<file path="src/rtl/shift_sequencer_32_pkg.sv">
// Encodings and sizes for the multi-cycle shift unit.
// The decoder and the bench use this package as well.
package fusion_shift_pkg;

    localparam int WIDTH   = 32;
    localparam int SHAMT_W = $clog2(WIDTH);

    typedef enum logic [1:0] {
        OP_SRL = 2'b00,
        OP_SRA = 2'b01,
        OP_SLL = 2'b10,
        OP_ROR = 2'b11
    } op_e;

    typedef enum logic [1:0] {
        ST_IDLE  = 2'd0,
        ST_SHIFT = 2'd1,
        ST_DONE  = 2'd2
    } state_e;

endpackage

</file>
<file path="src/rtl/shift_sequencer_32_if.sv">
// Request/result handshake bundle for shift_sequencer_32.
// The master is the issuing stage; the slave is the shift unit.
interface shift_sequencer_32_if;
    import fusion_shift_pkg::*;

    logic               in_valid;
    logic               in_ready;
    logic [WIDTH-1:0]   in_a;
    logic [SHAMT_W-1:0] in_shamt;
    logic [1:0]         in_op;
    logic               out_valid;
    logic               out_ready;
    logic [WIDTH-1:0]   out_result;

    modport master (
        output in_valid, in_a, in_shamt, in_op, out_ready,
        input  in_ready, out_valid, out_result
    );

    modport slave (
        input  in_valid, in_a, in_shamt, in_op, out_ready,
        output in_ready, out_valid, out_result
    );

endinterface

</file>
<file path="src/rtl/shift_sequencer_32_step.sv">
// One single-bit shift or rotate step, combinational.
// The sequencer applies it once per clock.
module shift_step_32
    import fusion_shift_pkg::*;
(
    input  logic [WIDTH-1:0] work_i,
    input  op_e              op_i,
    output logic [WIDTH-1:0] work_o
);

    always_comb begin
        work_o = work_i;
        case (op_i)
            OP_SRL:  work_o = {1'b0, work_i[WIDTH-1:1]};
            OP_SRA:  work_o = {work_i[WIDTH-1], work_i[WIDTH-1:1]};
            OP_SLL:  work_o = {work_i[WIDTH-2:0], 1'b0};
            OP_ROR:  work_o = {work_i[0], work_i[WIDTH-1:1]};
            default: work_o = work_i;
        endcase
    end

endmodule

</file>
<file path="src/rtl/shift_sequencer_32.sv">
// Sequential shifter: it applies one bit of shift per clock.
// The result appears shamt+1 cycles after accept and is held until it is consumed.
module shift_sequencer_32
    import fusion_shift_pkg::*;
(
    input  logic                 clk,
    input  logic                 rst_n,
    input  logic                 flush,
    output logic                 busy,
    shift_sequencer_32_if.slave  bus
);

    // state    | meaning
    // ST_IDLE  | waiting for a request, in_ready high unless flushing
    // ST_SHIFT | one step per clock until count reaches zero
    // ST_DONE  | result presented, waiting for out_ready

    state_e             state_q;
    op_e                op_q;
    logic [WIDTH-1:0]   work_q;
    logic [WIDTH-1:0]   work_d;
    logic [SHAMT_W-1:0] count_q;
    logic               out_valid_q;
    logic [WIDTH-1:0]   out_result_q;

    shift_step_32 u_step (
        .work_i (work_q),
        .op_i   (op_q),
        .work_o (work_d)
    );

    assign bus.in_ready   = (state_q == ST_IDLE) && !flush;
    assign bus.out_valid  = out_valid_q;
    assign bus.out_result = out_result_q;
    assign busy           = (state_q != ST_IDLE);

    always_ff @(posedge clk or negedge rst_n) begin
        if (!rst_n) begin
            state_q      <= ST_IDLE;
            op_q         <= OP_SRL;
            work_q       <= '0;
            count_q      <= '0;
            out_valid_q  <= 1'b0;
            out_result_q <= '0;
        end else if (flush) begin
            // Flush beats a same-cycle output handshake: the result is dropped.
            state_q      <= ST_IDLE;
            count_q      <= '0;
            out_valid_q  <= 1'b0;
            out_result_q <= '0;
        end else begin
            case (state_q)
                ST_IDLE: begin
                    if (bus.in_valid) begin
                        state_q <= ST_SHIFT;
                        work_q  <= bus.in_a;
                        count_q <= bus.in_shamt;
                        op_q    <= op_e'(bus.in_op);
                    end
                end
                ST_SHIFT: begin
                    if (count_q == '0) begin
                        state_q      <= ST_DONE;
                        out_valid_q  <= 1'b1;
                        out_result_q <= work_q;
                    end else begin
                        work_q  <= work_d;
                        count_q <= count_q - 1'b1;
                    end
                end
                ST_DONE: begin
                    if (bus.out_ready) begin
                        state_q      <= ST_IDLE;
                        out_valid_q  <= 1'b0;
                        out_result_q <= '0;
                    end
                end
                default: begin
                    state_q     <= ST_IDLE;
                    out_valid_q <= 1'b0;
                end
            endcase
        end
    end

endmodule

</file>
<file path="src/flat_wrapper.sv">
// flat-port wrapper written by rule: the top's interface ports become plain ports
module shift_sequencer_32_flat import fusion_shift_pkg::*;
  (clk, rst_n, flush, busy, bus_in_valid, bus_in_a, bus_in_shamt, bus_in_op, bus_out_ready, bus_in_ready, bus_out_valid, bus_out_result);
  shift_sequencer_32_if bus_i ();
  input  logic clk;
  input  logic rst_n;
  input  logic flush;
  output logic busy;
  input wire logic [$bits(bus_i.in_valid)-1:0] bus_in_valid;
  input wire logic [$bits(bus_i.in_a)-1:0] bus_in_a;
  input wire logic [$bits(bus_i.in_shamt)-1:0] bus_in_shamt;
  input wire logic [$bits(bus_i.in_op)-1:0] bus_in_op;
  input wire logic [$bits(bus_i.out_ready)-1:0] bus_out_ready;
  output wire logic [$bits(bus_i.in_ready)-1:0] bus_in_ready;
  output wire logic [$bits(bus_i.out_valid)-1:0] bus_out_valid;
  output wire logic [$bits(bus_i.out_result)-1:0] bus_out_result;
  assign bus_i.in_valid = bus_in_valid;
  assign bus_i.in_a = bus_in_a;
  assign bus_i.in_shamt = bus_in_shamt;
  assign bus_i.in_op = bus_in_op;
  assign bus_i.out_ready = bus_out_ready;
  assign bus_in_ready = bus_i.in_ready;
  assign bus_out_valid = bus_i.out_valid;
  assign bus_out_result = bus_i.out_result;
  shift_sequencer_32 u_core (.clk(clk), .rst_n(rst_n), .flush(flush), .busy(busy), .bus(bus_i));
endmodule
</file>
<file path="config.mk">
export PLATFORM = sky130hd
export DESIGN_NAME = shift_sequencer_32_flat
export DESIGN_NICKNAME = d
export VERILOG_FILES = /design/src/rtl/shift_sequencer_32_pkg.sv /design/src/rtl/shift_sequencer_32_if.sv /design/src/rtl/shift_sequencer_32_step.sv /design/src/rtl/shift_sequencer_32.sv /design/src/flat_wrapper.sv
export SDC_FILE = /design/constraint.sdc
export NUM_CORES = 1
export LEC_CHECK = 0
export CELL_PAD_IN_SITES_DETAIL_PLACEMENT = 0
export CELL_PAD_IN_SITES_GLOBAL_PLACEMENT = 1
export CORE_AREA = 3 3 101 103
export DETAILED_ROUTE_END_ITERATION = 16
export DIE_AREA = 0 0 104 106
export HOLD_SLACK_MARGIN = 0.08
export PLACE_DENSITY = 0.85
export SLEW_MARGIN = 30
export SYNTH_ARGS = -nofsm -noshare
export SYNTH_HDL_FRONTEND = slang
export SYNTH_HIERARCHICAL = 1
export SYNTH_SLANG_ARGS = --single-unit
</file>
<file path="constraint.sdc">
create_clock -name clk -period 1.8 [get_ports clk]
set_input_delay 0.54 -clock clk [delete_from_list [all_inputs] [get_ports clk]]
set_output_delay 0.54 -clock clk [all_outputs]
set_load 0.1 [all_outputs]
</file>
==> results of run 1 <==
-- cell families after synthesis --
logic type / share of synthesized area (%)
adder cells (fa/ha/maj): 0.325
flip-flops: 48.1
AND/OR/NAND/NOR: 6.89
multiplexers: 21.8
buffers and inverters: 6.89
AO/OA/AOI/OAI: 16.0
-- timing repair --
item	in CTS	in global routing
setup endpoints to repair	2	38
endpoints found under the hold margin	9	0
setup buffers	1	6
hold buffers	1	0
gates cloned	0	6
gates resized for setup	5	19
pin swaps	1	2
-- critical path, cell delays in order (launching register included) --
cell and delay, ps:
dfrtp_2 470, nor3_4 230, buf_12 200
-- metrics by stage --
stage          cells  utilization [%]
2_1_floorplan    316                -
3_3_place_gp     516             55.5
3_5_place_dp     516             55.5
4_1_cts          533             57.5
5_1_grt          545             59.7
6_report         545             59.7
-- how the worst min path moves through the flow --
| stage | to | startpoint | depth (start not counted) |
|---|---|---|---|
| 2_1_floorplan | u_core/bus.out_result[0] | rst_n | 0 |
| 3_3_place_gp | u_core/bus.out_result[2] | rst_n | 1 |
| 3_5_place_dp | u_core/bus.out_result[3] | rst_n | 1 |
| 4_1_cts | u_core/count_q[3] | u_core/count_q[3] | 1 |
| 5_1_grt | u_core/bus.out_result[8] | u_core/bus.out_result[8] | 1 |
| 6_report | u_core/bus.out_result[26] | u_core/bus.out_result[26] | 1 |
-- where the power goes --
part / total, mW / switching, mW / internal [mW] / leakage (nW)
registers: 2.59 / 0.509 / 2.08 / 0.914
logic: 3.42 / 1.70 / 1.72 / 1.41
clock network: 1.18 / 0.641 / 0.543 / 0.0782
total: 7.20 / 2.85 / 4.35 / 2.40
-- cells in the mapped netlist --
| cell | instances |
|---|---|
| o2111ai_1 | 1 |
| a211oi_2 | 1 |
| o311ai_0 | 1 |
| nor2_1 | 38 |
| nand2_1 | 8 |
| a22o_1 | 8 |
| buf_4 | 2 |
| mux2_4 | 28 |
| buf_2 | 8 |
| o22ai_1 | 1 |
| ha_1 | 1 |
| a22o_2 | 25 |
| nor2b_4 | 2 |
| nor2b_1 | 3 |
| o21ai_0 | 3 |
| and2_1 | 1 |
| mux2i_1 | 34 |
| buf_12 | 3 |
| nor3b_2 | 1 |
| clkbuf_1 | 1 |
| a211oi_1 | 1 |
| a22oi_1 | 2 |
| a311oi_1 | 1 |
| dfrtp_1 | 74 |
| o21bai_1 | 1 |
| a21oi_1 | 36 |
| and4_1 | 1 |
| inv_1 | 9 |
| nor3_1 | 2 |
| buf_6 | 10 |
| and2_4 | 1 |
| mux2_2 | 7 |
| a221oi_4 | 1 |
-- metal layers --
layer / global-route usage (%) / up-vias / wire length, um
li1: - / 1329 / -
met1: 21.0 / 1435 / 4280
met2: 26.0 / 74 / 4800
met3: 2.85 / 11 / 404
met4: 5.79 / 0 / 123
met5: 0 / - / 0
-- final cells by class --
type                    count  area (um2)  area share [%]
repair buffers            108        1510            27.2
multi-input cells         209        1800            32.5
well taps                 129         161            2.91
inverters                   9        36.3           0.655
flip-flops and latches     74        1850            33.5
clock inverters             5        38.8           0.700
clock buffers              11         141            2.55
-- flip-flops by register name, indices dropped and copies added (netlist names) --
register               cells
u_core/bus.out_result     32
u_core/bus.out_valid       1
u_core/count_q             5
u_core/op_q                2
u_core/state_q             2
u_core/work_q             32
==> impl_metrics.tcl, run 1 <==
set metrics [dict create \
    fin_crit_ps 1780 \
    synth_top_area_share_pct 48.1 \
    fmax_mhz 560 \
    hold_viol 0 \
    worstPathRequired_ps 1260 \
    grt_pass1_vias 2831 \
    drc 0 \
    clk_path_buf_depth 2 \
    floorplan.initialDensity_pct 41.5 \
    drt_iter0_markers 83 \
    fin_setup_tns_ps 0 \
    htreeDepth 3 \
    antenna_found_initial 0 \
    period_share_pct 99.2 \
    r2r_cells 9 \
    leakage_nw 2.40 \
    drive_gt1_share_pct 38.7 \
    rr_endpoint "u_core/work_q[12]" \
    ir_drop_v 0.000596 \
    clock-sinks 74 \
    worst_pin_slew_ps 328 \
    yosys.area.top_type "dfrtp_1" \
    setup_violations 0 \
    rsz0062_at_grt "true" \
    antenna_left 0 \
    fp.dieH_um 106 \
    num_io_pins 79 \
    netlist-cell-type-count 33 \
    first_pass_iters 6 \
    core_area_mm2 0.00928 \
    antennaDiodeCount 0 \
    slew_viol_final 0 \
    r2r-start "u_core/count_q[0]" \
    worstSetupStartpoint "u_core/state_q[0]" \
    postLayoutCellArea_mm2 0.00554 \
    rows 35 \
    cts_root_buf "clkbuf_8" \
    synthToLayoutAreaGrowth_pct 43.9 \
    syn_area_mm2 0.00385 \
    maxSlewHeadroom_pct 78.1 \
    crit_end "bus_in_ready" \
    critical_path_class "reg -> out" \
    synth_fp_nets 361 \
    final_nets 456 \
    grt_pass1_wl_um 14200 \
    cts_tree "built" \
    portBuffers 78 \
    whs_ps 565 \
    gp_congestion 0.847 \
    startpoint_type "register" \
    arrival_ps 1240 \
    rrSetupSlack_ps 50 \
    place_ws_ps -272 \
    yosys_warnings 6 \
    dp.final_hpwl_um 5970 \
    grt_usage_pct 15.8 \
    synthTopCellsByArea "dfrtp_1, mux2_4, mux2i_1, a22o_2, a21oi_1" \
    synth_seq_cells 74 \
    die_area_mm2 0.0110 \
    outcome "finished clean" \
    fillCellCount 782 \
    cts_made_buffers 9 \
    post_drt_wl_per_cell_um 17.6 \
    place_area_mm2 0.00515 \
    pwr_density_cell_mw_per_mm2 1300 \
    mostFrequentLayoutCells "dfrtp_1, buf_12, clkdlybuf4s50_1" \
    end_kind "primary output" \
    grt_max_degree 66 \
    cp_max_fo 5 \
    maxCapViolations 0 \
    synth_area_per_cell_um2 12.2 \
    die_x_um 104 \
    clock_latency_ps 350 \
    yosysSeqAreaShare_pct 48.1 \
    skew_ps 12.3 \
    syn_inst 316 \
    viasPerCell 5.23 \
    clkTransAtPathRegs_ps 80 \
    layout_commonest_cell "dfrtp_1" \
    power.total_mw 7.20 \
    vias 2849 \
    final.setup.worst_slack_ps 15.1 \
    grt_remaining_overflow 0 \
    hold_path.class "reg -> reg" \
    drt_wl_total_um 9610 \
]
Power figures use the tool's default switching activity.
==> run 2, diff against run 1 <==
--- a/config.mk
+++ b/config.mk
@@ -12,7 +12,6 @@
 export DIE_AREA = 0 0 104 106
 export HOLD_SLACK_MARGIN = 0.08
 export PLACE_DENSITY = 0.85
-export SLEW_MARGIN = 30
 export SYNTH_ARGS = -nofsm -noshare
 export SYNTH_HDL_FRONTEND = slang
 export SYNTH_HIERARCHICAL = 1
==> results of run 2 <==
Same layout as run 1: the final DEF is identical, and so are final timing and power.
==> run 3, diff against run 2 <==
--- a/config.mk
+++ b/config.mk
@@ -10,6 +10,7 @@
 export CORE_AREA = 3 3 101 103
 export DETAILED_ROUTE_END_ITERATION = 16
 export DIE_AREA = 0 0 104 106
+export GPL_ROUTABILITY_DRIVEN = 0
 export HOLD_SLACK_MARGIN = 0.08
 export PLACE_DENSITY = 0.85
 export SYNTH_ARGS = -nofsm -noshare
==> results of run 3 <==
Same layout as run 1: the final DEF is identical, and so are final timing and power.
